--- config.mk ---
export PLATFORM = sky130hd
export DESIGN_NAME = ysyx_22050854_booth_seq_mul
export DESIGN_NICKNAME = d
export VERILOG_FILES = /design/src/rtl/ysyx_22050854_mul_pkg.sv /design/src/rtl/ysyx_22050854_booth_sel.sv /design/src/rtl/ysyx_22050854_booth_seq_mul.sv
export SDC_FILE = /design/constraint.sdc
export NUM_CORES = 1
export LEC_CHECK = 0
export BUFFER_PORTS_ARGS = -buffer_cell sky130_fd_sc_hd__buf_2
export CAP_MARGIN = 30
export CORE_ASPECT_RATIO = 2
export CORE_UTILIZATION = 28
export CTS_CLUSTER_DIAMETER = 50
export DETAILED_ROUTE_END_ITERATION = 10
export GPL_TIMING_DRIVEN = 0
export PLACE_DENSITY_LB_ADDON = 0.25
export SETUP_SLACK_MARGIN = 0.4
export SYNTH_ARGS = -nofsm -noshare
export SYNTH_HDL_FRONTEND = slang
export SYNTH_SLANG_ARGS = --single-unit
--- constraint.sdc ---
create_clock -name clk -period 13.45 [get_ports clk]
set_clock_uncertainty 0.15 [all_clocks]
set_input_delay 2.69 -clock clk [delete_from_list [all_inputs] [get_ports clk]]
set_output_delay 2.69 -clock clk [all_outputs]
set_load 0.01 [all_outputs]
--- src/rtl/ysyx_22050854_mul_pkg.sv ---
// Shared types and constants for the radix-4 Booth sequential multiplier.
package ysyx_22050854_mul_pkg;

  typedef enum logic [1:0] {
    ST_IDLE = 2'd0,
    ST_BUSY = 2'd1,
    ST_DONE = 2'd2
  } mul_state_e;

  localparam int MUL_ITER   = 33;
  localparam int MULW_ITER  = 17;
  localparam int DATAPATH_W = 132;

  // mul_signed encodings; 2'b00 and 2'b01 are both unsigned*unsigned
  localparam logic [1:0] MS_SS = 2'b11;
  localparam logic [1:0] MS_SU = 2'b10;
  localparam logic [1:0] MS_UU = 2'b00;

endpackage

--- src/rtl/ysyx_22050854_booth_sel.sv ---
// Radix-4 Booth digit decode: 3-bit window -> one-hot partial-product select.
module ysyx_22050854_booth_sel (
  input  logic [2:0] digit,
  output logic       sel_positive,
  output logic       sel_double_positive,
  output logic       sel_negative,
  output logic       sel_double_negative
);

  // Map the window {y[i+1], y[i], y[i-1]} to 0, +-x or +-2x
  always_comb begin
    sel_positive        = 1'b0;
    sel_double_positive = 1'b0;
    sel_negative        = 1'b0;
    sel_double_negative = 1'b0;
    case (digit)
      3'b001, 3'b010: sel_positive        = 1'b1;
      3'b011:         sel_double_positive = 1'b1;
      3'b100:         sel_double_negative = 1'b1;
      3'b101, 3'b110: sel_negative        = 1'b1;
      default: ;
    endcase
  end

endmodule

--- src/rtl/ysyx_22050854_booth_seq_mul.sv ---
// Sequential radix-4 Booth multiplier, one Booth digit per BUSY cycle.
//
// Handshake: a request is taken on a rising edge where mul_valid && mul_ready;
// mul_ready is high only in IDLE. A result is presented with out_valid held in
// DONE and is consumed on an edge where out_valid && out_ready. flush overrides
// both handshakes and returns the block to IDLE on the next edge.
module ysyx_22050854_booth_seq_mul
  import ysyx_22050854_mul_pkg::*;
(
  input  logic        clk,
  input  logic        rst_n,
  input  logic        mul_valid,
  output logic        mul_ready,
  input  logic        flush,
  input  logic        mulw,
  input  logic [1:0]  mul_signed,
  input  logic [63:0] multiplicand,
  input  logic [63:0] multiplier,
  output logic        out_valid,
  input  logic        out_ready,
  output logic [63:0] result_hi,
  output logic [63:0] result_lo
);

  localparam logic [5:0] LAST_MUL  = 6'(MUL_ITER - 1);
  localparam logic [5:0] LAST_MULW = 6'(MULW_ITER - 1);

  mul_state_e state, state_nxt;

  logic [DATAPATH_W-1:0] acc, x_reg, x_ext, pp;
  logic [65:0]           y_reg, y_ext;
  logic [5:0]            cnt;
  logic                  mulw_q;
  logic                  accept, last_iter;
  logic                  x_sign, y_sign;
  logic                  sel_p, sel_2p, sel_n, sel_2n;

  assign accept    = (state == ST_IDLE) && mul_valid && !flush;
  assign last_iter = (cnt == (mulw_q ? LAST_MULW : LAST_MUL));

  // Operand extension: x to the full datapath, y to 65 bits plus a zero below bit 0
  always_comb begin
    x_sign = mul_signed[1] & (mulw ? multiplicand[31] : multiplicand[63]);
    y_sign = (mul_signed == MS_SS) & (mulw ? multiplier[31] : multiplier[63]);
    if (mulw) begin
      x_ext = {{100{x_sign}}, multiplicand[31:0]};
      y_ext = {{33{y_sign}}, multiplier[31:0], 1'b0};
    end else begin
      x_ext = {{68{x_sign}}, multiplicand};
      y_ext = {y_sign, multiplier, 1'b0};
    end
  end

  ysyx_22050854_booth_sel u_booth_sel (
    .digit               (y_reg[2:0]),
    .sel_positive        (sel_p),
    .sel_double_positive (sel_2p),
    .sel_negative        (sel_n),
    .sel_double_negative (sel_2n)
  );

  // Partial product; negative digits use one's complement with carry-in added in the accumulator
  always_comb begin
    pp = '0;
    if (sel_p)  pp = x_reg;
    if (sel_2p) pp = {x_reg[DATAPATH_W-2:0], 1'b0};
    if (sel_n)  pp = ~x_reg;
    if (sel_2n) pp = ~{x_reg[DATAPATH_W-2:0], 1'b0};
  end

  // State register
  always_ff @(posedge clk or negedge rst_n) begin
    if (!rst_n) state <= ST_IDLE;
    else        state <= state_nxt;
  end

  // Next-state logic and handshake outputs
  always_comb begin
    state_nxt = state;
    mul_ready = 1'b0;
    out_valid = 1'b0;
    case (state)
      ST_IDLE: begin
        mul_ready = 1'b1;
        if (accept) state_nxt = ST_BUSY;
      end
      ST_BUSY: begin
        if (last_iter) state_nxt = ST_DONE;
      end
      ST_DONE: begin
        out_valid = 1'b1;
        if (out_ready) state_nxt = ST_IDLE;
      end
      default: state_nxt = ST_IDLE;
    endcase
    if (flush) state_nxt = ST_IDLE;
  end

  // Datapath: latch operands on accept, one Booth step per BUSY cycle
  always_ff @(posedge clk or negedge rst_n) begin
    if (!rst_n) begin
      acc    <= '0;
      x_reg  <= '0;
      y_reg  <= '0;
      cnt    <= '0;
      mulw_q <= 1'b0;
    end else if (accept) begin
      acc    <= '0;
      x_reg  <= x_ext;
      y_reg  <= y_ext;
      cnt    <= '0;
      mulw_q <= mulw;
    end else if (state == ST_BUSY && !flush) begin
      acc    <= acc + pp + {{(DATAPATH_W-1){1'b0}}, (sel_n | sel_2n)};
      x_reg  <= {x_reg[DATAPATH_W-3:0], 2'b00};
      y_reg  <= {{2{y_reg[65]}}, y_reg[65:2]};
      cnt    <= cnt + 6'd1;
    end
  end

  // Results are visible only in DONE; mulw sign-extends the low word
  always_comb begin
    result_hi = '0;
    result_lo = '0;
    if (state == ST_DONE) begin
      if (mulw_q) begin
        result_lo = {{32{acc[31]}}, acc[31:0]};
      end else begin
        result_hi = acc[127:64];
        result_lo = acc[63:0];
      end
    end
  end

endmodule
==> impl_metrics.env <==
export IMPL_outcome="finished clean"
export IMPL_powerDensity_nw_per_um2=228
export IMPL_period_share_pct=63.3
export IMPL_insertion_delay_ns=0.60
export IMPL_critPathLaunchType="register"
export IMPL_reg2regPathDepth=20
export IMPL_clock_root_buffer="clkbuf_16"
export IMPL_worstSetupPathType="register to register"
export IMPL_synthTopCellsByArea="dfrtp_1, a22oi_1, o21ai_0"
export IMPL_fin_area_um2=28900
export IMPL_die_width_um=212
export IMPL_start_util_pct=28.3
export IMPL_cts_made_buffers=38
export IMPL_std_cell_rows=153
export IMPL_synth_edf_count=0
export IMPL_placed_area_um2=27600
export IMPL_routed_via_density=5.44
export IMPL_drt_pass1_iter_count=6
export IMPL_yosys_warnings=0
export IMPL_fp_dieH_um=421
export IMPL_cts_repair_resized=0
export IMPL_holdPathStages=2
export IMPL_synth_flop_cell="dfrtp_1"
export IMPL_placedCellCount=4461
export IMPL_r2r_start="y_reg[2]"
export IMPL_max_freq_mhz=117
export IMPL_antennaDiodeCount=0
export IMPL_setup_tns_ns=0
export IMPL_drtIter0Drc=1434
export IMPL_setup_violations=0
export IMPL_clock_sink_count=331
export IMPL_reg2reg_slack_ns=4.94
export IMPL_synthCells=3020
export IMPL_layout_nets=3606
export IMPL_yosys_area_top_type="dfrtp_1"
export IMPL_peakVddDrop_mv=0.103
export IMPL_synth_seq_cells=331
export IMPL_layout_drive_gt1_share_pct=10.8
export IMPL_worstPathRequired_ns=13.81
export IMPL_crit_fanout=10
export IMPL_grt_first_pass_wirelength_um=156000
export IMPL_synth_top_cell_area_share_pct=33.7
export IMPL_power_leakage_nw=13.4
export IMPL_ant_nets=0
export IMPL_cp_end_kind="register"
export IMPL_grt_max_degree=110
export IMPL_synth_avg_cell_area_um2=8.15
export IMPL_worstMarginPinSlew_ns=1.04
export IMPL_wl_per_cell_um=23.2
export IMPL_clk_pin_slew_ns=0.07
export IMPL_hpwl_um=85300
export IMPL_worstPathArrival_ns=8.87
export IMPL_cts_tree="done"
export IMPL_period_minus_slack_ns=8.51
export IMPL_relSlewSlack_pct=30.2
export IMPL_async_reset_ff_share_pct=100
export IMPL_areaGrowthSynthToFinish_pct=17.3
export IMPL_drc=0
export IMPL_vias=24622
export IMPL_hold_viol=0
export IMPL_grt_antenna_before_repair=3
export IMPL_hp_start="y_reg[10]"
export IMPL_die_area_um2=89100
export IMPL_ctsHoldBuffers=0
export IMPL_wl_um=105000
export IMPL_synth_area_um2=24600
export IMPL_htree_levels=2
export IMPL_rsz0062_at_grt="no"
export IMPL_cts_path_max_buffers=3
export IMPL_gp_congestion=0.969
export IMPL_hold_class="register to register"
export IMPL_final_cells=4529
export IMPL_portBuffers=265
export IMPL_drv_cap=0
export IMPL_synth_distinct_cells=64
export IMPL_r2r_end="acc[121]"
export IMPL_slew_viol_final=0
export IMPL_core_um2=86900
export IMPL_whs_endpoint="y_reg[10]"
export IMPL_grt_pass1_vias=24989
export IMPL_synth_nets=3286
export IMPL_seq_area_frac_synth_pct=33.7
export IMPL_pin_count=266
export IMPL_grt_usage_pct=23.4
export IMPL_cts_setup_buffers=0
export IMPL_grt_overflow=0
[how the worst max path moves through the flow]
stage / to / startpoint / slack [ns] / depth (start not counted)
after floorplan: acc[126] / y_reg[2] / 8.23 / 19
after global placement: y_reg[58] / rst_n / 2.37 / 1
after detailed placement: acc[121] / y_reg[2] / 5.01 / 20
after CTS: acc[121] / y_reg[2] / 5.00 / 20
after global routing: acc[125] / y_reg[2] / 4.74 / 20
final: acc[121] / y_reg[2] / 4.94 / 20
[logic make-up after synthesis]
family	synth area share (%)
buf+inv	3.97
simple gates	16.7
fa+ha+maj	6.67
xor+xnor	9.15
flops	33.7
compound gates	29.8
[cells in the final DEF (no fill, tap or decap), types with 9 or more instances in the layout]
cell type    n
nand3_1     54
o21ai_0    355
buf_1       32
ha_1       128
o31ai_1     16
nor2_1     132
xnor2_1     69
inv_1       33
buf_2      267
xor2_1     187
o211ai_1     9
or3_1       12
o21bai_1    38
a22oi_1    251
dfrtp_1    331
a221o_1     66
nand2_1    465
a31oi_1     15
clkbuf_1   195
a21boi_0    13
nand4_1     53
a21o_1      85
a21oi_1    233
nand2b_1    12
nor2b_1     20
and2_1     102
nor3_1      19
clkbuf_16   38
[area by class of cell]
class,instances,area (µm²)
inverter,33,124
timing repair buffer,280,1550
buffer,227,853
fill,9506,58000
clock buffer,44,1020
clock inverter,23,216
tap,1162,1450
sequential,331,8280
multi-input combinational,2429,15400
[through the flow]
stage / power [mW] / utilization (%) / setup slack (ns) / hold slack (ns)
after global placement: 5.45 / 31.5 / 2.37 / 0.309
after detailed placement: 5.49 / 31.8 / 5.01 / 0.314
after CTS: 6.59 / 33.2 / 5.00 / 0.330
after floorplan: 4.22 / - / 8.23 / 0.294
final: 6.59 / 33.2 / 4.94 / 0.323
after global routing: 7.07 / 33.2 / 4.74 / 0.353
[power breakdown]
part	internal, mW	total [mW]	switching (mW)
Clock	0.565	1.07	0.509
Combinational	1.30	3.77	2.47
Sequential	1.32	1.74	0.422
Total	3.19	6.59	3.41
[worst max-delay path: stages, from the launching register on]
cell and delay, ns:
dfrtp_1 0.37, clkbuf_1 0.18, nand2_1 0.56, clkbuf_1 0.70
clkbuf_1 0.42, o21ai_0 0.42, ha_1 0.42, clkbuf_1 0.26
nand2_1 0.11, or3_1 0.44, a2111oi_1 0.85, a22oi_1 0.47
o211ai_1 0.69, a31oi_1 0.54, o41ai_1 0.73, a41oi_1 0.34
o21bai_1 0.23, a21o_1 0.13, a21oi_1 0.07, xor2_1 0.16
o21ai_0 0.15
[Yosys cell counts, types with 7 or more instances]
cell,instances
nand2_1,465
inv_1,33
a221o_1,66
o31ai_1,16
o211ai_1,9
clkbuf_1,194
o21ai_0,355
a22oi_1,251
a22o_1,7
a211oi_1,7
o21a_1,7
or3_1,12
a31oi_1,15
a21boi_0,13
a21o_1,85
xor2_1,188
nor2_1,132
dfrtp_1,331
buf_1,32
nor3_1,19
a21oi_1,233
nand2b_1,12
ha_1,128
xnor2_1,69
and2_1,102
nand3_1,54
o21bai_1,38
nor2b_1,21
nand4_1,53
[metal layers]
metal	GRT usage, %	vias to the layer above	wire (µm)
li1	-	11632	-
met1	24.3	11863	37600
met2	42.3	805	53900
met3	2.32	318	4150
met4	18.6	4	9520
met5	0	-	16
No activity file was read; power rests on OpenSTA's default activity.
